## src/rtl/f_d_reg_pkg.sv

```systemverilog
// Shared constants, D-stage payload type and fetch-address helper for the F/D pipeline register.
package f_d_reg_pkg;

    localparam int unsigned PC_W    = 32;
    localparam int unsigned INSTR_W = 32;
    localparam int unsigned EXC_W   = 5;

    localparam logic [EXC_W-1:0]   EXC_NONE   = 5'd0;
    localparam logic [EXC_W-1:0]   EXC_ADEL   = 5'd4;
    localparam logic [PC_W-1:0]    PC_RESET   = 32'h0000_3000;
    localparam logic [PC_W-1:0]    PC_HANDLER = 32'h0000_4180;
    localparam logic [PC_W-1:0]    IM_LO      = 32'h0000_3000;
    localparam logic [PC_W-1:0]    IM_HI      = 32'h0000_6FFC;
    localparam logic [INSTR_W-1:0] NOP_INSTR  = 32'h0000_0000;

    typedef struct packed {
        logic [PC_W-1:0]    pc;
        logic [INSTR_W-1:0] instr;
        logic [EXC_W-1:0]   excCode;
        logic               bd;
        logic               valid;
    } dStage_t;

    // Fetch address is illegal when misaligned or outside the instruction memory window (IM_HI inclusive).
    function automatic logic isFetchAdel(input logic [PC_W-1:0] pc);
        return (pc[1:0] != 2'b00) || (pc < IM_LO) || (pc > IM_HI);
    endfunction

endpackage

```

## src/rtl/f_exc_check.sv

```systemverilog
// Fetch address check: flags AdEL and replaces the fetched word with a nop when the address is illegal.
module f_exc_check
    import f_d_reg_pkg::*;
(
    input  logic [PC_W-1:0]    fPc,
    input  logic [INSTR_W-1:0] fInstr,
    output logic [EXC_W-1:0]   excCode_c,
    output logic [INSTR_W-1:0] instrMasked_c
);

    logic adel;

    always_comb begin
        adel          = isFetchAdel(fPc);
        excCode_c     = EXC_NONE;
        instrMasked_c = fInstr;
        if (adel) begin
            excCode_c     = EXC_ADEL;
            instrMasked_c = NOP_INSTR;
        end
    end

endmodule

```

## src/rtl/f_d_reg.sv

```systemverilog
// F/D pipeline register: one-cycle stage boundary with reset > Req > Stall > Clr > load priority.
module f_d_reg
    import f_d_reg_pkg::*;
(
    input  logic                clk,
    input  logic                reset,
    input  logic                Req,
    input  logic                Stall,
    input  logic                Clr,
    input  logic [PC_W-1:0]     F_PC,
    input  logic [INSTR_W-1:0]  F_Instr,
    input  logic                F_BD,
    output logic [PC_W-1:0]     D_PC,
    output logic [INSTR_W-1:0]  D_Instr,
    output logic [EXC_W-1:0]    Raw_D_ExcCode,
    output logic                D_BD,
    output logic                D_Valid
);

    localparam dStage_t RESET_STATE = '{pc: PC_RESET, instr: NOP_INSTR, excCode: EXC_NONE,
                                        bd: 1'b0, valid: 1'b0};

    logic [EXC_W-1:0]   fExcCode;
    logic [INSTR_W-1:0] fInstrMasked;
    dStage_t            dReg;
    dStage_t            loadVal;
    dStage_t            reqVal;
    dStage_t            clrVal;

    f_exc_check uExcCheck (
        .fPc           (F_PC),
        .fInstr        (F_Instr),
        .excCode_c     (fExcCode),
        .instrMasked_c (fInstrMasked)
    );

    // Candidate payloads for each update kind; the clocked process only selects among them.
    always_comb begin
        loadVal = '{pc: F_PC, instr: fInstrMasked, excCode: fExcCode, bd: F_BD, valid: 1'b1};
        reqVal  = '{pc: PC_HANDLER, instr: NOP_INSTR, excCode: EXC_NONE, bd: 1'b0, valid: 1'b0};
        clrVal  = '{pc: F_PC, instr: NOP_INSTR, excCode: EXC_NONE, bd: 1'b0, valid: 1'b0};
    end

    always_ff @(posedge clk) begin
        if (reset) begin
            dReg <= RESET_STATE;
        end else if (Req) begin
            dReg <= reqVal;
        end else if (Stall) begin
            dReg <= dReg;
        end else if (Clr) begin
            dReg <= clrVal;
        end else begin
            dReg <= loadVal;
        end
    end

    assign D_PC          = dReg.pc;
    assign D_Instr       = dReg.instr;
    assign Raw_D_ExcCode = dReg.excCode;
    assign D_BD          = dReg.bd;
    assign D_Valid       = dReg.valid;

endmodule

```

## config.mk

```make
export PLATFORM = sky130hd
export DESIGN_NAME = f_d_reg
export DESIGN_NICKNAME = d
export VERILOG_FILES = /design/src/rtl/f_d_reg_pkg.sv /design/src/rtl/f_exc_check.sv /design/src/rtl/f_d_reg.sv
export SDC_FILE = /design/constraint.sdc
export NUM_CORES = 1
export LEC_CHECK = 0
export CORE_ASPECT_RATIO = 2
export CORE_MARGIN = 2
export CORE_UTILIZATION = 39
export DETAILED_ROUTE_END_ITERATION = 12
export PLACE_DENSITY = 0.79
export REMOVE_ABC_BUFFERS = 1
export SYNTH_ARGS = -nofsm -noshare
export SYNTH_HDL_FRONTEND = slang
export SYNTH_SLANG_ARGS = --single-unit
```

## constraint.sdc

```tcl
create_clock -name clk -period 1.9 [get_ports clk]
set_input_delay 0.38 -clock clk [delete_from_list [all_inputs] [get_ports clk]]
set_output_delay 0.38 -clock clk [all_outputs]
set_load 0.1 [all_outputs]
```

==> reports/results.tsv, run 1 <==
stage	metric	value	unit
sta	max_slew headroom	62.64	%
detailed_routing	antenna viol nets, final	0	
logic_synthesis	FFs w/ async S/R, synth	0	%
cts	total CTS buffers	9	
final_layout	nets@finish	485	
sta	Final min period	1.846	ns
global_route	initial antenna violation count	0	
worst_setup_path	Crit Path Class	in2reg	
die	Die ar.	7665	um^2
logic_synthesis	distinct cell type count after synthesis	31	
logic_synthesis	EDFF count, synth	0	
final_layout	design area	4437	um^2
run_status	outcome	finished, final reports clean	
final_layout	leading cell type in the layout, fill and taps excluded	buf_4	
logic_synthesis	Area contributors post-synth	dfxtp_1 (50%), nand3_1 (12%), mux2i_1 (11%), o21ai_2 (9.7%), nor2_1 (4.7%)	
detailed_routing	Detailed Route WL	7608	um
global_route	largest net degree at the start of global routing	36	
placed_design	buffers added on ports	136	
final_layout	most frequent cells in the layout	buf_4 (70), dfxtp_1 (67), nand3_1 (64)	
logic_synthesis	predominant post-synthesis flop cell	dfxtp_1	
detailed_routing	DRT iter0 DRCs	83	
run	max_cap viols	0	
cts	Worst-Skew Late Latency	0.32	ns
die	Core ar.	6833	um^2
global_route	met1 usage	23.80	%
placed_design	Final GP Congestion	0.7688	
die	Die W	62.92	um
sta	final worst-path cycle share	97.16	%
cts	CTS sink cnt	67	
final_layout	antenna diode count	0	
final_layout	filler instances	567	
detailed_routing	vias per cell	5.075	
global_route	met3 usage	8.033	%
placed_design	DP Area	4025	um^2
die	Initial Util	39.63	%
hold_path	Hold WC Path Type	in2reg	
detailed_routing	Remaining DRCs	0	
logic_synthesis	mapped cell area	2708	um^2
worst_setup_path	CP endpoint kind	flop	
power	maximum VDD drop	0.0006709	V
sta	total negative setup slack	0	ns
global_route	GRT Max-Usage Layer	met2	
detailed_routing	total iterations of the first detailed-routing run	4	
cts	H-tree depth	3	
cts	Clock transition at path regs	0.05	ns
cts	clk buf depth	2	
sta	Finish-stage setup viols	0	
logic_synthesis	top cell type's share of synthesized area	49.54	%
cts	Post-CTS Hold Fix Bufs	0	
global_route	GR Util All Layers	19.84	%
die	row cnt	43	
global_route	vias in the first global route	2596	
sta	Slew Viols, Final	0	
worst_setup_path	Critical Path RT	2.16	ns
sta	max frequency	0.5417	GHz
final_layout	share of cells above drive strength 1	31.43	%
cts	CTS tree	yes	
worst_setup_path	CP Max Fanout	8	
placed_design	DPL Wire Length	5348	um
worst_setup_path	CP arrival	2.10	ns
logic_synthesis	Syn Inst Count	281	
cts	root buffer cell	clkbuf_16	
detailed_routing	Vias	2588	
sta	slew of the pin with the lowest slew margin	0.5596	ns
worst_setup_path	startpoint types	input pin	
detailed_routing	WL/cell	14.92	um
power	leakage power	0.001923	uW
sta	Final Hold Viols	0	
global_route	M2 GR Usage	31.58	%
power	PD cells	844.0	nW/um^2
global_route	gr ovfl total	0	
logic_synthesis	synthesized flop and latch total	67	
global_route	first-pass GRT wire length	12090	um
logic_synthesis	post-synthesis sequential area ratio	49.54	%
logic_synthesis	average cell area after synthesis	9.636	um^2
final_layout	Syn-to-layout area delta	63.86	%
logic_synthesis	area leader, netlist	dfxtp_1	
logic_synthesis	Synth Warn #	0	
sta	Final Skew	0	ns
die	Die H	121.8	um
die	# IOs	141	
==> synth_stat cells, types with 3 or more instances <==
library cell,count
buf_4,4
nand3_1,64
o21ai_2,30
dfxtp_1,67
clkbuf_1,15
buf_6,3
nor2_1,34
buf_1,4
a211oi_1,3
mux2i_1,29
and2_1,3
==> area by class of cell <==
type | count | area [um^2] | area share (%)
clock inverter | 1 | 30.03 | 0.6768
multi-input combinational | 188 | 1259 | 28.37
clock buffer | 15 | 277.8 | 6.261
timing repair buffer | 148 | 1413 | 31.84
tap | 90 | 112.6 | 2.538
inverter | 1 | 3.754 | 0.08460
sequential | 67 | 1341 | 30.23
==> stage by stage <==
step,hold WS [ns],worst slack (ns),util [%],std cells,power [uW]
CTS,0.4780,0.03366,63.41,507,3786
detailed placement,0.4676,-0.3076,58.91,491,2104
global placement,0.4507,-0.2766,58.91,491,2093
floorplan,0.4524,-0.9781,-,256,1822
finish,0.3431,0.05399,64.93,510,3744
global route,0.3656,-0.01125,64.93,510,3871
==> timing repair <==
| action | CTS | global route |
|---|---|---|
| setup endpoints to repair | 0 | 32 |
| buffers inserted | 0 | 0 |
| gates resized for setup | 0 | 12 |
==> worst max-delay path: stages <==
cell and delay, ns:
clkdlybuf4s50_1 0.43, or4_4 0.54, nor3_4 0.17, nand4_4 0.20, clkbuf_16 0.24, o21ai_2 0.13
==> state kept, by name (all words and copies together), names as in the netlist <==
signal	cells
D_Instr	32
Raw_D_ExcCode	1
D_BD	1
D_PC	32
D_Valid	1
==> per-layer routing <==
metal / wire length, um / vias up / share of wire (%)
met4: 148 / 0 / 1.9
met2: 3575 / 147 / 47
met3: 767 / 15 / 10
met5: 0 / - / 0
li1: - / 1256 / -
met1: 3116 / 1170 / 41
==> path summary, 6_finish.rpt <==
| kind | slack, ns | from | cells past startpoint | endpoint |
|---|---|---|---|---|
| hold / removal | 0.34 | F_PC[25] | 3 | D_PC[25] |
| setup / recovery | 0.05 | F_PC[18] | 6 | D_Instr[25] |
| hold reg to reg | 0.47 | D_Instr[1] | 2 | D_Instr[1] |
| setup reg to reg | 1.03 | D_PC[14] | 3 | D_PC[14] |
==> cells by family (layout without fill, tap and decap cells) <==
logic type / count (synthesis) / after routing / synth area share, %
compound gates: 40 / 40 / 12.29
xor+xnor: 1 / 1 / 0.3235
buf+inv: 29 / 165 / 5.499
flops: 67 / 67 / 49.54
mux: 29 / 29 / 10.72
other cells: 1 / 4 / 0.1385
simple gates: 114 / 114 / 21.49
==> power by group <==
group	internal, uW	switching [uW]	leakage (uW)
clock network	1120	544	0.000150
registers	1440	15.3	0.000544
logic	229	397	0.00123
(Power assumes the default switching activity.)
==> inputs of run 2 (changes only) <==
- clock period: 1.9 -> 1.8 ns (I/O delays scaled with it)
==> run 2 against run 1 <==
Effect of this change: utilization up 13 points; first-iteration DRC count up 55%; hold slack better by 0.052 ns; power up 16%; flip-flop and latch count unchanged; clock power up 25%; largest cell class unchanged.
==> reports/results.tsv, run 2 (synthesis results as in run 1) <==
stage	metric	value	unit	change
final_layout	nets@finish	488		+0.62%
sta	max frequency	0.5698	GHz	
sta	Final Hold Viols	0		unchanged
final_layout	antenna diode count	0		unchanged
cts	total CTS buffers	9		unchanged
run_status	outcome	finished, final reports clean		
final_layout	most frequent cells in the layout	buf_12 (72), dfxtp_1 (67), nand3_1 (64)		
sta	total negative setup slack	0	ns	unchanged
run	max_cap viols	0		unchanged
placed_design	buffers added on ports	136		unchanged
worst_setup_path	Critical Path RT	2.06	ns	-0.10 ns
sta	Final Skew	0	ns	unchanged
detailed_routing	vias per cell	5.234		+3.1%
detailed_routing	Remaining DRCs	0		unchanged
global_route	GRT Max-Usage Layer	met2		
power	maximum VDD drop	0.0007658	V	+14%
cts	clk buf depth	2		unchanged
cts	CTS sink cnt	67		unchanged
worst_setup_path	CP arrival	2.02	ns	-0.08 ns
sta	Final min period	1.755	ns	
cts	H-tree depth	3		unchanged
sta	Finish-stage setup viols	0		unchanged
final_layout	share of cells above drive strength 1	33.10	%	+1.7 points
die	Initial Util	39.63	%	unchanged
global_route	met3 usage	9.511	%	+1.5 points
cts	CTS tree	yes		
global_route	gr ovfl total	0		unchanged
worst_setup_path	startpoint types	input pin		
worst_setup_path	CP endpoint kind	flop		
placed_design	DPL Wire Length	5988	um	+12%
power	PD cells	815.6	nW/um^2	-3.4%
worst_setup_path	Crit Path Class	in2reg		
sta	final worst-path cycle share	97.50	%	
global_route	vias in the first global route	2755		+6.1%
die	row cnt	43		unchanged
placed_design	Final GP Congestion	0.7767		+1.0%
global_route	M2 GR Usage	38.76	%	+7.2 points
global_route	initial antenna violation count	0		unchanged
cts	Post-CTS Hold Fix Bufs	0		unchanged
cts	Clock transition at path regs	0.06	ns	about the same
cts	root buffer cell	clkbuf_16		
detailed_routing	total iterations of the first detailed-routing run	6		+2
cts	Worst-Skew Late Latency	0.32	ns	about the same
die	Die H	121.8	um	unchanged
die	Die W	62.92	um	unchanged
detailed_routing	Detailed Route WL	8543	um	+12%
global_route	met1 usage	27.39	%	+3.6 points
die	Core ar.	6833	um^2	unchanged
global_route	largest net degree at the start of global routing	37		+2.8%
detailed_routing	Vias	2685		+3.7%
worst_setup_path	CP Max Fanout	8		unchanged
final_layout	leading cell type in the layout, fill and taps excluded	buf_12		
detailed_routing	WL/cell	16.65	um	+12%
sta	Slew Viols, Final	0		unchanged
die	Die ar.	7665	um^2	unchanged
hold_path	Hold WC Path Type	in2reg		
sta	Hold WS	0.3950	ns	+0.05192 ns
detailed_routing	DRT iter0 DRCs	129		+55%
final_layout	Syn-to-layout area delta	97.46	%	
detailed_routing	antenna viol nets, final	0		unchanged
die	# IOs	141		unchanged
global_route	GR Util All Layers	23.71	%	+3.9 points
sta	RSZ-0062 raised after global routing	true		
power	leakage power	0.002129	uW	+11%
global_route	first-pass GRT wire length	14200	um	+17%
==> run 2: metal layers <==
metal	routed length [um]	vias up
li1	-	1261
met1	3282	1238
met2	4107	166
met3	977	20
met4	176	0
met5	0	-
==> run 2: worst paths after layout <==
| kind | startpoint | to | slack, ns | cells after the start |
|---|---|---|---|---|
| min reg2reg | D_Instr[20] | D_Instr[20] | 0.52 | 2 |
| max reg2reg | D_PC[8] | D_PC[8] | 0.89 | 3 |
| min | F_PC[28] | D_PC[28] | 0.40 | 3 |
| max | F_PC[26] | D_Instr[6] | 0.05 | 6 |
==> run 2: final cells by class <==
| class | instances | area, um^2 |
|---|---|---|
| Clock inverter | 4 | 95.09 |
| Sequential cell | 67 | 1341 |
| Inverter | 1 | 3.754 |
| Timing Repair Buffer | 151 | 2261 |
| Clock buffer | 12 | 266.5 |
| Fill cell | 415 | 1486 |
| Tap cell | 90 | 112.6 |
| Multi-Input combinational cell | 188 | 1266 |
==> run 2: what timing repair did <==
action	4_1_cts	5_1_grt
setup endpoints to repair	32	24
pin swaps	4	11
gates cloned	3	0
buffers inserted	1	0
resized for setup	17	7
==> run 2: through the flow <==
step           std cells  total power, uW  util, %  setup slack [ns]  cell area, um^2
5_1_grt              513             4488    78.25         -0.003683             5346
3_3_place_gp         493             2299    71.03           -0.3614             4853
3_5_place_dp         493             2317    71.03           -0.4000             4853
2_1_floorplan        256             1923        -            -1.058             2574
6_report             513             4361    78.25           0.04504             5346
4_1_cts              513             4382    78.03           0.01134             5331
==> run 2: worst max-delay path, stage by stage <==
cell,delay (ns)
dlygate4sd2_1,0.26
or4_4,0.50
nor3_4,0.23
nand4_4,0.18
bufbuf_16,0.34
o21ai_2,0.13
==> run 2: power by group <==
part	leakage (uW)	switching, uW	internal, uW
logic	0.00141	426	310
registers	0.000544	32.6	1510
clock network	0.000179	614	1460
==> inputs of run 3 (changes only) <==
- PLACE_DENSITY: 0.79 -> default
- PLACE_DENSITY_LB_ADDON: default -> 0.12
==> run 3 against run 2 <==
Effect of this change: via count decreased by 4.0%; flip-flop and latch count unchanged; critical path depth increased by 1; sequential share of layout area increased by 0.22 points; non-clock buffer count increased by 2; clock skew unchanged; highest routed layer unchanged.
==> reports/results.tsv, run 3 (synthesis results as in run 1) <==
stage	metric	value	unit	change
run_status	outcome	finished, final reports clean		
worst_setup_path	Critical Path RT	2.06	ns	about the same
sta	RSZ-0062 raised after global routing	false		
worst_setup_path	Reg-to-Reg Start	D_PC[8]		
final_layout	most frequent cells in the layout	buf_12 (72), dfxtp_1 (67), nand3_1 (64)		
detailed_routing	vias per cell	5.006		-4.4%
power	maximum VDD drop	0.0006073	V	-21%
placed_design	buffers added on ports	136		unchanged
global_route	vias in the first global route	2659		-3.5%
final_layout	nets@finish	490		+0.41%
power	PD cells	747.0	nW/um^2	-8.4%
global_route	gr ovfl total	0		unchanged
placed_design	Final GP Congestion	0.7410		-4.6%
worst_setup_path	Crit Path Class	in2reg		
cts	Clock transition at path regs	0.05	ns	about the same
worst_setup_path	R2R Setup Slk	0.89	ns	about the same
detailed_routing	WL/cell	15.15	um	-9.0%
cts	H-tree depth	3		unchanged
worst_setup_path	CP arrival	2.00	ns	-0.02 ns
cts	Worst-Skew Late Latency	0.33	ns	about the same
detailed_routing	Detailed Route WL	7802	um	-8.7%
worst_setup_path	CP Max Fanout	8		unchanged
die	row cnt	43		unchanged
detailed_routing	DRT iter0 DRCs	133		+3.1%
sta	Finish-stage setup viols	0		unchanged
die	Die ar.	7665	um^2	unchanged
cts	CTS sink cnt	67		unchanged
final_layout	antenna diode count	0		unchanged
die	Die W	62.92	um	unchanged
die	Core ar.	6833	um^2	unchanged
global_route	GR Util All Layers	21.57	%	-2.1 points
sta	final worst-path cycle share	96.63	%	-0.87 points
hold_path	hold depth	3		unchanged
hold_path	WHS Endpoint	D_PC[22]		
run	max_cap viols	0		unchanged
final_layout	design area	5300	um^2	-0.87%
sta	max_slew headroom	60.25	%	
cts	CTS tree	yes		
placed_design	DP Area	4861	um^2	+0.15%
detailed_routing	Vias	2578		-4.0%
global_route	largest net degree at the start of global routing	48		+30%
cts	clk buf depth	2		unchanged
final_layout	share of cells above drive strength 1	32.71	%	-0.39 points
final_layout	Syn-to-layout area delta	95.75	%	
global_route	first-pass GRT wire length	13010	um	-8.4%
sta	max frequency	0.5749	GHz	+0.90%
worst_setup_path	startpoint types	input pin		
hold_path	HP Start	F_PC[22]		
global_route	initial antenna violation count	0		unchanged
detailed_routing	total iterations of the first detailed-routing run	4		-2
die	Die H	121.8	um	unchanged
detailed_routing	Remaining DRCs	0		unchanged
final_layout	leading cell type in the layout, fill and taps excluded	buf_12		
power	leakage power	0.002123	uW	-0.30%
worst_setup_path	reg-to-reg endpoint	D_PC[8]		
die	# IOs	141		unchanged
placed_design	DPL Wire Length	5501	um	-8.1%
cts	root buffer cell	clkbuf_16		
worst_setup_path	CP endpoint kind	flop		
die	Initial Util	39.63	%	unchanged
sta	Slew Viols, Final	0		unchanged
detailed_routing	antenna viol nets, final	0		unchanged
sta	Final Skew	0	ns	unchanged
cts	total CTS buffers	9		unchanged
worst_setup_path	worst reg-to-reg path cell count	3		unchanged
hold_path	Hold WC Path Type	in2reg		
sta	total negative setup slack	0	ns	unchanged
sta	Final min period	1.739	ns	-0.01562 ns
sta	Final Hold Viols	0		unchanged
sta	slew of the pin with the lowest slew margin	0.5953	ns	
-- run 3: cell count changes in the layout (fill, tap and decap cells not counted), sizes merged --
cell and change:
bufinv -3, clkbuf +3, clkdlybuf4s15 -3, buf +2, dlygate4sd2 +2, dlymetal6s2s +1
-- run 3: timing repair --
item | CTS | global route
gates resized for setup | 17 | 5
pin swaps | 5 | 15
setup buffers | 2 | 0
cloned | 3 | 0
hold buffers | 0 | 0
setup endpoints to repair | 32 | 32
-- run 3: through the flow --
step	setup slack (ns)	utilization, %	hold slack [ns]	total power, uW	std cells
after floorplan	-1.058	-	0.4324	1923	256
after global placement	-0.3937	71.14	0.4868	2301	494
after detailed placement	-0.4082	71.14	0.4977	2316	494
after CTS	0.007852	77.31	0.4230	3997	515
after global routing	0.001493	77.57	0.4159	4094	515
final	0.06065	77.57	0.4112	3959	515
-- run 3: worst max-delay path by stage --
| stage | start | to | slack, ns |
|---|---|---|---|
| detailed placement | F_PC[22] | D_Instr[25] | -0.41 |
| CTS | F_PC[28] | D_Instr[22] | 0.008 |
| global route | F_PC[23] | D_Instr[20] | 0.001 |
| global placement | F_PC[22] | D_Instr[27] | -0.39 |
| finish | F_PC[23] | D_Instr[23] | 0.06 |
| floorplan | reset | D_Instr[0] | -1.06 |
-- run 3: area by class of cell --
| class | count | area [um^2] |
|---|---|---|
| clock buffers | 15 | 287.8 |
| clock inverters | 1 | 5.005 |
| fillers | 471 | 1533 |
| inverters | 1 | 3.754 |
| multi-input cells | 188 | 1270 |
| flip-flops and latches | 67 | 1341 |
| well taps | 90 | 112.6 |
| repair buffers | 153 | 2280 |
-- run 3: where the power goes --
| group | leakage (uW) | total, uW | switching, uW | internal (uW) |
|---|---|---|---|---|
| logic | 0.00143 | 732 | 421 | 311 |
| registers | 0.000544 | 1550 | 31.8 | 1520 |
| clock network | 0.000146 | 1680 | 599 | 1080 |
| total | 0.00212 | 3960 | 1050 | 2910 |
-- run 3: worst max-delay path, cell delays in order --
cell and delay (ns):
dlygate4sd2_1 0.25, or4_4 0.54, nor3_4 0.24, nand4_4 0.15, buf_12 0.18, buf_12 0.14
o21ai_4 0.13
-- run 3: routing by layer --
metal | global-route usage (%) | wire, um | share of wire, % | up-vias
met5 | 0 | 0 | 0 | -
met3 | 8.680 | 681 | 8.7 | 13
met4 | 9.028 | 170 | 2.2 | 0
met2 | 35.70 | 3968 | 51 | 112
li1 | - | - | - | 1263
met1 | 24.40 | 2982 | 38 | 1190
